$ cat src/rtl/fetch_ctrl.sv
// Fetch controller: run/halt/step FSM driving the PC enable and
// a single-entry instruction buffer toward decode.
module fetch_ctrl #(
  parameter int ADDRESS_WIDTH = 32,
  parameter int DATAOUT_WIDTH = 32
) (
  input  logic                     clk,
  input  logic                     rst,
  input  logic                     run_req,
  input  logic                     halt_req,
  input  logic                     step_req,
  input  logic                     redirect,
  input  logic [ADDRESS_WIDTH-1:0] pc_in,
  input  logic [DATAOUT_WIDTH-1:0] imem_rdata,
  output logic                     pc_en,
  output logic                     instr_valid,
  input  logic                     instr_ready,
  output logic [DATAOUT_WIDTH-1:0] instr_out,
  output logic [ADDRESS_WIDTH-1:0] instr_pc,
  output logic [1:0]               state,
  output logic [31:0]              fetch_count
);

  typedef enum logic [1:0] {
    S_HALT      = 2'b00,
    S_RUN       = 2'b01,
    S_STEP      = 2'b10,
    S_STEP_WAIT = 2'b11
  } state_t;

  state_t                     r_state;
  state_t                     w_state_nxt;
  logic                       r_valid;
  logic [DATAOUT_WIDTH-1:0]   r_instr;
  logic [ADDRESS_WIDTH-1:0]   r_pc;
  logic [31:0]                r_fetch_count;

  logic w_accept;
  logic w_fetch_state;
  logic w_can_fetch;
  logic w_clear;

  assign w_accept      = r_valid & instr_ready;
  assign w_fetch_state = (r_state == S_RUN) | (r_state == S_STEP);
  assign w_can_fetch   = w_fetch_state & ~redirect
                       & (~r_valid | w_accept);
  // Entry leaves the buffer this edge without being replaced
  assign w_clear       = r_valid & (redirect | instr_ready);

  assign pc_en = ~rst & (w_can_fetch |
                 (redirect & (r_state != S_HALT)));

  always_comb begin
    w_state_nxt = r_state;
    unique case (r_state)
      S_HALT: begin
        if (halt_req)      w_state_nxt = S_HALT;
        else if (run_req)  w_state_nxt = S_RUN;
        else if (step_req) w_state_nxt = S_STEP;
      end
      S_RUN: begin
        if (halt_req) w_state_nxt = S_HALT;
      end
      S_STEP: begin
        if (halt_req)         w_state_nxt = S_HALT;
        else if (w_can_fetch) w_state_nxt = S_STEP_WAIT;
      end
      S_STEP_WAIT: begin
        if (halt_req)     w_state_nxt = S_HALT;
        else if (w_clear) w_state_nxt = S_HALT;
      end
      default: w_state_nxt = S_HALT;
    endcase
  end

  always_ff @(posedge clk or posedge rst) begin
    if (rst) begin
      r_state       <= S_HALT;
      r_valid       <= 1'b0;
      r_instr       <= '0;
      r_pc          <= '0;
      r_fetch_count <= '0;
    end else begin
      r_state <= w_state_nxt;
      if (redirect) begin
        r_valid <= 1'b0;
      end else if (w_can_fetch) begin
        r_valid <= 1'b1;
      end else if (w_accept) begin
        r_valid <= 1'b0;
      end
      if (w_can_fetch) begin
        r_instr       <= imem_rdata;
        r_pc          <= pc_in;
        r_fetch_count <= r_fetch_count + 32'd1;
      end
    end
  end

  assign instr_valid = r_valid;
  assign instr_out   = r_instr;
  assign instr_pc    = r_pc;
  assign state       = r_state;
  assign fetch_count = r_fetch_count;

endmodule

$ cat config.mk
export PLATFORM = sky130hd
export DESIGN_NAME = fetch_ctrl
export DESIGN_NICKNAME = d
export VERILOG_FILES = /design/src/rtl/fetch_ctrl.sv
export SDC_FILE = /design/constraint.sdc
export NUM_CORES = 1
export LEC_CHECK = 0
export CORE_ASPECT_RATIO = 1.2
export CORE_MARGIN = 2
export CORE_UTILIZATION = 40
export DETAILED_ROUTE_END_ITERATION = 10
export MAX_ROUTING_LAYER = met4
export PLACE_DENSITY = 0.85
export SLEW_MARGIN = 20
export SYNTH_ARGS = -nofsm -noshare
export SYNTH_HDL_FRONTEND = slang
export SYNTH_SLANG_ARGS = --single-unit
$ cat constraint.sdc
create_clock -name clk -period 5.2 [get_ports clk]
set_input_delay 0.78 -clock clk [delete_from_list [all_inputs] [get_ports clk]]
set_output_delay 0.78 -clock clk [all_outputs]
set_load 0.03 [all_outputs]
# After elaboration in Yosys (flattened, before gate mapping)
# Cells that the tools add are included.
[word_totals]
register_bits = 99
input_bits = 71
out_inout_bits = 100
wordCells = 42
[classes]
add_sub_neg = 1
eq_ne = 7
n_mux = 12
bitwise_logic = 13
n_reduce_logical = 4
[ops]
columns = ["op", "n"]
rows = [
  ["$add A32 B1 Y32 const B", 1],
  ["$mux W2", 8],
  ["$pmux W2 S4", 1],
  ["$and A1 B1 Y1", 6],
  ["$ne A3 B3 Y1 const B", 2],
  ["$eq A2 B2 Y1 const B", 2],
  ["$ne A4 B4 Y1 const B", 1],
  ["$or A1 B1 Y1", 4],
  ["$reduce_and A4 Y1", 1],
  ["$mux W1", 3],
  ["$not A1 Y1", 3],
  ["$reduce_bool A3 Y1", 1],
  ["$eq A2 B1 Y1 const B", 1],
  ["$logic_not A2 Y1", 1],
  ["$ne A2 B2 Y1 const B", 1],
  ["$reduce_bool A2 Y1", 1],
]

# Logic depth before layout (Yosys ltp)
# Gate-level depths: netlist of run 1.
[logic_depth]
word_depth = 7
mapped_depth = 8
mapped_depth_nobuf = 7

# Worst setup path after synthesis of run 1
# No wires, ideal clock.
[synth_timing]
path_type = "flip-flop to output port"
startpoint = "reg r_state[1] (netlist: state[1])"
endpoint = "out pc_en"
arrival_time_ns = 2.196
required_ns = 4.420
path_slack_ns = 2.224
path_stages_with_launch = 9
n_path_buf = 2
path_cell_list = "dfrtp_1 > inv_1 > ha_1 > nand2b_4 > nor2_1 > buf_2 > buf_2 > a21oi_1 > nor2_1"
[synth_between]
elab_chain_cells = 6
word_cells_on_any_way = 9
classes_between = "2 x eq/ne; 6 x bitwise; 1 x reduce/logical"
[synth_lines]
columns = ["item", "line", "text"]
rows = [
  ["from (decl)", "31", "state_t r_state;"],
  ["from (signal assigned)", "84", "r_state <= w_state_nxt;"],
  ["$eq A2 B1 Y1 / $eq A2 B2 Y1 (equally long branches)", "44", "assign w_fetch_state = (r_state == S_RUN) | (r_state == S_STEP);"],
  ["$or A1 B1 Y1", "44", ""],
  ["$and A1 B1 Y1", "45", "assign w_can_fetch = w_fetch_state & ~redirect"],
  ["$and A1 B1 Y1", "46", "& (~r_valid | w_accept);"],
  ["$or A1 B1 Y1 *", "50", "assign pc_en = ~rst & (w_can_fetch |"],
  ["$and A1 B1 Y1 *", "50", ""],
  ["to (decl)", "15", "output logic pc_en,"],
]
# Every way passes the cells marked *; elsewhere a longest branch is shown, timed or not.

# Final worst setup path of run 1
[layout_timing]
startpoint = "in redirect"
endpoint = "out pc_en"
[layout_between]
elab_chain_cells = 5
word_cells_on_any_way = 6
classes_between = "6 x bitwise"
[layout_lines]
columns = ["item", "line", "text"]
rows = [
  ["from (decl)", "12", "input logic redirect,"],
  ["$not A1 Y1", "45", ""],
  ["$and A1 B1 Y1", "45", ""],
  ["$and A1 B1 Y1", "46", ""],
  ["$or A1 B1 Y1 *", "50", ""],
  ["$and A1 B1 Y1 *", "50", ""],
]
# Marks and branches as above.

==> results.ini, run 1 <==
[floorplan]
core_area_mm2 = 0.00996
row_count = 40
die_area_mm2 = 0.0110
die_h_um = 115
die_x_um = 96.2
io_pins = 171
start_util_pct = 41.0

[critical_path]
arrival_ns = 2.30
crit_path_max_incr_delay_ns = 0.67
ff2ff_path_depth = 7
cp_common_cell = clkdlybuf4s50_1
crit_slowest_cell = clkdlybuf4s50_1
critPathKind = input port to primary output
path_cells = clkdlybuf4s50_1 -> nand2b_4 -> nor2_4 -> a21oi_1 -> nor2_1 -> clkdlybuf4s50_1
critPathMaxFanout = 4
cp-end-kind = primary output
cp_data_required_time_ns = 4.42
start_kind = input port

[synth]
synth_area_mm2 = 0.00408
synth_top_cell_area_share_pct = 60.7
ys_warn_count = 0
synth-seq-cells = 99
synth_common_cells = 99 x dfrtp_1, 65 x mux2_2, 22 x xnor2_1, 11 x nand2_1, 10 x nand3_1
syn_area_per_cell_um2 = 14.2
synth_edf_count = 0
ys_seq_area_share_pct = 60.7
synthCells = 288
synthTopCellsByArea = dfrtp_1 61%, mux2_2 18%, xnor2_1 4.7%
yosysTopAreaCell = dfrtp_1
yosysMostFrequentCell = dfrtp_1
synthFlopType = dfrtp_1
syn_nets = 364
synthArstFlopShare_pct = 100
netlist-cell-type-count = 33

[cells_and_area]
fin_cells = 593
diodes = 0
fin_util_pct = 62.7
syn_to_final_growth_pct = 52.8
final_area_mm2 = 0.00624
nNetsFinal = 539
drive_gt1_share_pct = 19.9
fillers = 780

[grt]
grt_max_degree = 69
grt_pass1_vias = 3134
grt_overflow_total = 0
grt_pass1_wl_mm = 15.1
antenna_found_initial = 0
grt_usage_pct = 18.3

[clock_tree]
cts_tree = built
post_cts_buffers = 0
ctsHoldBuffers = 0
clkSinkCount = 99
clock_latency_ns = 0.34
clkTransAtPathRegs_ns = 0.06
clockRootBuffer = clkbuf_16
cts-htree-levels = 3
postCtsResizedCells = 0
cts_made_buffers = 9
cts-root-to-sink-buffers = 2

[place]
dp_cells = 578
portBuffers = 170
place_hpwl_mm = 6.93
placed_cell_area_mm2 = 0.00593
place_congestion = 0.780
dp_slack_ns = 2.11

[job]
cap_violations = 0

[pwr]
p_sw_share_pct = 37.5
internal-power_mw = 2.36
power_frac_comb_pct = 49.0
power.share.clock_pct = 18.3
peakVddDrop_v = 0.000380
p_per_area_mw_per_mm2 = 604
switchingPower_mw = 1.41
seqPwrFrac_pct = 32.7
p_leak_nw = 2.65
power.total_mw = 3.77

[sta]
clock_skew_ns = 0.00723
setup_viol = 0
drv_slew = 0
hold_violations = 0
timing.slew.headroom_pct = 43.4
post-route-min-period_ns = 3.08
max_slew.worst_pin.slew_ns = 0.849
max_freq_ghz = 0.324
period_share_pct = 59.3
grt_setup_unrepaired = false
hold_slack_ns = 0.477
fin_setup_tns_ns = 0
finalWorstSetupSlack_ns = 2.12

[route]
postRouteWirelength_mm = 9.32
met1_length_mm = 3.71
postRouteAntennaNets = 0
drcViolationCount = 0
wl_met3_um = 448
top_layer_used = met4
drt-initial-drc-count = 69
wire_per_inst_um = 15.7
dr.pass1.iters = 4
route.met2.wl_mm = 4.94
vias = 2920
viasPerCell = 4.92

[min_path]
hold_path_depth = 1
hold_class = flip-flop to flip-flop

[run_status]
outcome = finished clean

[routing by layer]
metal	GRT usage (%)	up-vias
li1	-	1347
met1	21.5	1446
met2	30.3	111
met3	3.03	16
met4	8.86	0
met5	-	-
[critical path: cells and delay by family]
kind | cells | cell delay, ns
AOI/OAI and AO/OA | 1 | 0.05
buffers and inverters | 2 | 1.12
and+or+nand+nor | 3 | 0.35
[power groups by stage]
stage	Clock [mW]	Sequential, mW	Combinational [mW]
after floorplan	0	1.79	0.538
after global placement	0	1.23	1.83
after CTS	0.707	1.24	1.87
final	0.688	1.23	1.85
after detailed placement	0	1.25	1.86
after global routing	0.738	1.27	1.94
[state kept, by name (all words and copies together) (netlist names)]
signal	cells
instr_valid	1
instr_out	32
fetch_count	32
state	2
instr_pc	32
[layout make-up]
type | instances | area (um2) | share of cell area, %
clock buffers | 14 | 284 | 4.55
clock inverters | 1 | 30.0 | 0.481
repair buffers | 172 | 1720 | 27.5
flip-flops and latches | 99 | 2480 | 39.7
inverters | 8 | 32.5 | 0.521
well taps | 126 | 158 | 2.53
multi-input cells | 173 | 1540 | 24.7
[cells in the final DEF (no fill, tap or decap), types with 2 or more instances in the layout]
master,n
clkdlybuf4s50_1,170
o21ai_0,3
nand2_1,11
mux2_2,65
and4_1,5
a21oi_1,2
or2_1,2
xor2_1,9
nor3_1,3
nor4_4,3
nand4_1,5
clkbuf_8,4
inv_1,7
buf_4,2
nand3_1,10
dfrtp_1,99
ha_1,5
and3_1,4
xnor2_1,22
clkbuf_16,9
nor2_1,8
or2_2,3
[cells by family (layout without fill, tap and decap cells)]
logic type / count (synthesis) / in the layout / share of synthesized area (%)
DFF: 99 / 99 / 60.7
adders and majority gates: 5 / 5 / 1.53
and+or+nand+nor: 63 / 63 / 10.1
xor gates and xnor gates: 31 / 31 / 6.65
muxes: 66 / 66 / 18.2
AOI/OAI and AO/OA: 8 / 8 / 1.19
buffers and inverters: 16 / 195 / 1.72
[path summary, 6_finish.rpt]
check | from | slack (ns) | to
setup / recovery | redirect | 2.12 | pc_en
hold / removal | fetch_count[31] | 0.48 | fetch_count[31]
setup reg to reg | state[0] | 2.81 | fetch_count[27]
hold reg to reg | fetch_count[31] | 0.48 | fetch_count[31]
max in group asynchronous | rst | 3.25 | instr_out[31]
min in group asynchronous | rst | 0.95 | instr_pc[0]
Note: power is estimated with default switching activity, not from simulation.
==> run 2, diff against run 1 <==
--- a/config.mk
+++ b/config.mk
@@ -7,10 +7,10 @@
 export LEC_CHECK = 0
 export CORE_ASPECT_RATIO = 1.2
 export CORE_MARGIN = 2
-export CORE_UTILIZATION = 40
+export CORE_UTILIZATION = 39
 export DETAILED_ROUTE_END_ITERATION = 10
 export MAX_ROUTING_LAYER = met4
-export PLACE_DENSITY = 0.85
+export PLACE_DENSITY = 0.86
 export SLEW_MARGIN = 20
 export SYNTH_ARGS = -nofsm -noshare
 export SYNTH_HDL_FRONTEND = slang
==> constraint.sdc (replaced) <==
create_clock -name clk -period 2.7 [get_ports clk]
set_input_delay 0.405 -clock clk [delete_from_list [all_inputs] [get_ports clk]]
set_output_delay 0.405 -clock clk [all_outputs]
set_load 0.03 [all_outputs]
==> results.ini, run 2 (synthesis gave the netlist of run 1 again) <==
[place]
place_congestion = 0.819  ; +4.9%
place_hpwl_mm = 7.17  ; +3.4%
portBuffers = 170  ; unchanged
dp_cells = 580  ; +0.35%
placed_cell_area_mm2 = 0.00595  ; +0.44%

[cells_and_area]
drive_gt1_share_pct = 20.3  ; +0.38 points
diodes = 0  ; unchanged
mostFrequentLayoutCell = clkdlybuf4s50_1
fin_util_pct = 62.0  ; -0.65 points
fin_cells = 594  ; +0.17%
final_area_mm2 = 0.00627  ; +0.46%
syn_to_final_growth_pct = 53.6
nNetsFinal = 541  ; +0.37%
layout_common_cells = 169 x clkdlybuf4s50_1, 99 x dfrtp_1, 65 x mux2_2

[sta]
setup_viol = 0  ; unchanged
clock_skew_ns = 0.00493  ; -0.00230 ns
post-route-min-period_ns = 2.39
max_slew.worst_pin.slew_ns = 0.667  ; -0.182 ns
drv_slew = 0  ; unchanged
period_share_pct = 88.4
fin_setup_tns_ns = 0  ; unchanged
max_freq_ghz = 0.419
hold_violations = 0  ; unchanged
timing.slew.headroom_pct = 55.6  ; +12 points
grt_setup_unrepaired = false

[clock_tree]
cts_tree = built
post_cts_buffers = 0  ; unchanged
ctsHoldBuffers = 0  ; unchanged
clkTransAtPathRegs_ns = 0.07  ; about the same
cts_made_buffers = 9  ; unchanged
cts-root-to-sink-buffers = 2  ; unchanged
postCtsResizedCells = 0  ; unchanged
clkSinkCount = 99  ; unchanged
clock_latency_ns = 0.33  ; about the same
cts-htree-levels = 3  ; unchanged
clockRootBuffer = clkbuf_16

[route]
drcViolationCount = 0  ; unchanged
postRouteAntennaNets = 0  ; unchanged
vias = 2923  ; +0.10%
drt-initial-drc-count = 81  ; +17%
postRouteWirelength_mm = 9.51  ; +2.1%
viasPerCell = 4.92  ; about the same
dr.pass1.iters = 4  ; unchanged
wire_per_inst_um = 16.0  ; +1.9%

[pwr]
p_per_area_mw_per_mm2 = 1160  ; +93%
p_leak_nw = 2.66  ; +0.40%
peakVddDrop_v = 0.000688  ; +81%
power.total_mw = 7.30  ; +94%

[grt]
grt_overflow_total = 0  ; unchanged
grt_usage_pct = 17.3  ; -1.0 points
grt_pass1_vias = 3102  ; -1.0%
antenna_found_initial = 0  ; unchanged
grt_pass1_wl_mm = 15.2  ; +0.73%
grt_max_degree = 54  ; -22%

[critical_path]
arrival_ns = 2.60  ; +0.30 ns
critPathKind = flip-flop to flip-flop
critPathMaxFanout = 8  ; +4
cp-end-kind = flip-flop
cp_data_required_time_ns = 2.92  ; -1.50 ns
start_kind = flip-flop

[floorplan]
start_util_pct = 40.4  ; -0.61 points
io_pins = 171  ; unchanged
die_h_um = 116  ; +1.2%
row_count = 40  ; unchanged
core_area_mm2 = 0.0101  ; +1.5%
die_area_mm2 = 0.0113  ; +2.5%
die_x_um = 97.4  ; +1.2%

[min_path]
hold_class = flip-flop to flip-flop

[run_status]
outcome = finished clean

[job]
cap_violations = 0  ; unchanged

## run 2: critical path, cell delays in order, from the launching register on
cell and delay [ns]:
dfrtp_1 0.42, inv_1 0.11, ha_1 0.34, nand2b_4 0.08, or3b_1 0.55, nor4_4 0.42
nand4_1 0.19, xnor2_1 0.16
## run 2: power by group
part / internal (mW) / total (mW) / switching [mW]
logic: 1.70 / 3.57 / 1.87
registers: 2.04 / 2.37 / 0.323
clock network: 0.853 / 1.37 / 0.518
## run 2: metal layers
layer | vias to the layer above | wire length [um] | global-route usage (%)
li1 | 1346 | - | -
met1 | 1471 | 3730 | 19.6
met2 | 93 | 5180 | 30.3
met3 | 13 | 440 | 3.59
met4 | 0 | 160 | 6.94
met5 | - | 0 | -
## run 2: final cells by class
type,instances,area [um2]
fill,823,3840
sequential,99,2480
timing repair buffer,174,1740
multi-input combinational,173,1540
clock buffer,12,256
tap,126,158
clock inverter,2,60.1
inverter,8,33.8
## run 2: path summary, 6_finish.rpt
check	start	endpoint	slack, ns	depth (start not counted)
max in group asynchronous	rst	instr_pc[6]	1.58	3
min	fetch_count[31]	fetch_count[31]	0.48	1
min in group asynchronous	rst	instr_pc[5]	0.63	3
max reg2reg	state[1]	fetch_count[27]	0.31	7
min reg2reg	fetch_count[31]	fetch_count[31]	0.48	1
max	state[1]	fetch_count[27]	0.31	7
## run 2: metrics by stage
| step | worst slack, ns | hold WS, ns |
|---|---|---|
| after floorplan | 0.0988 | 0.468 |
| after global placement | 0.282 | 0.472 |
| after detailed placement | 0.180 | 0.472 |
| after CTS | 0.297 | 0.480 |
| after global routing | 0.117 | 0.500 |
| final | 0.313 | 0.479 |
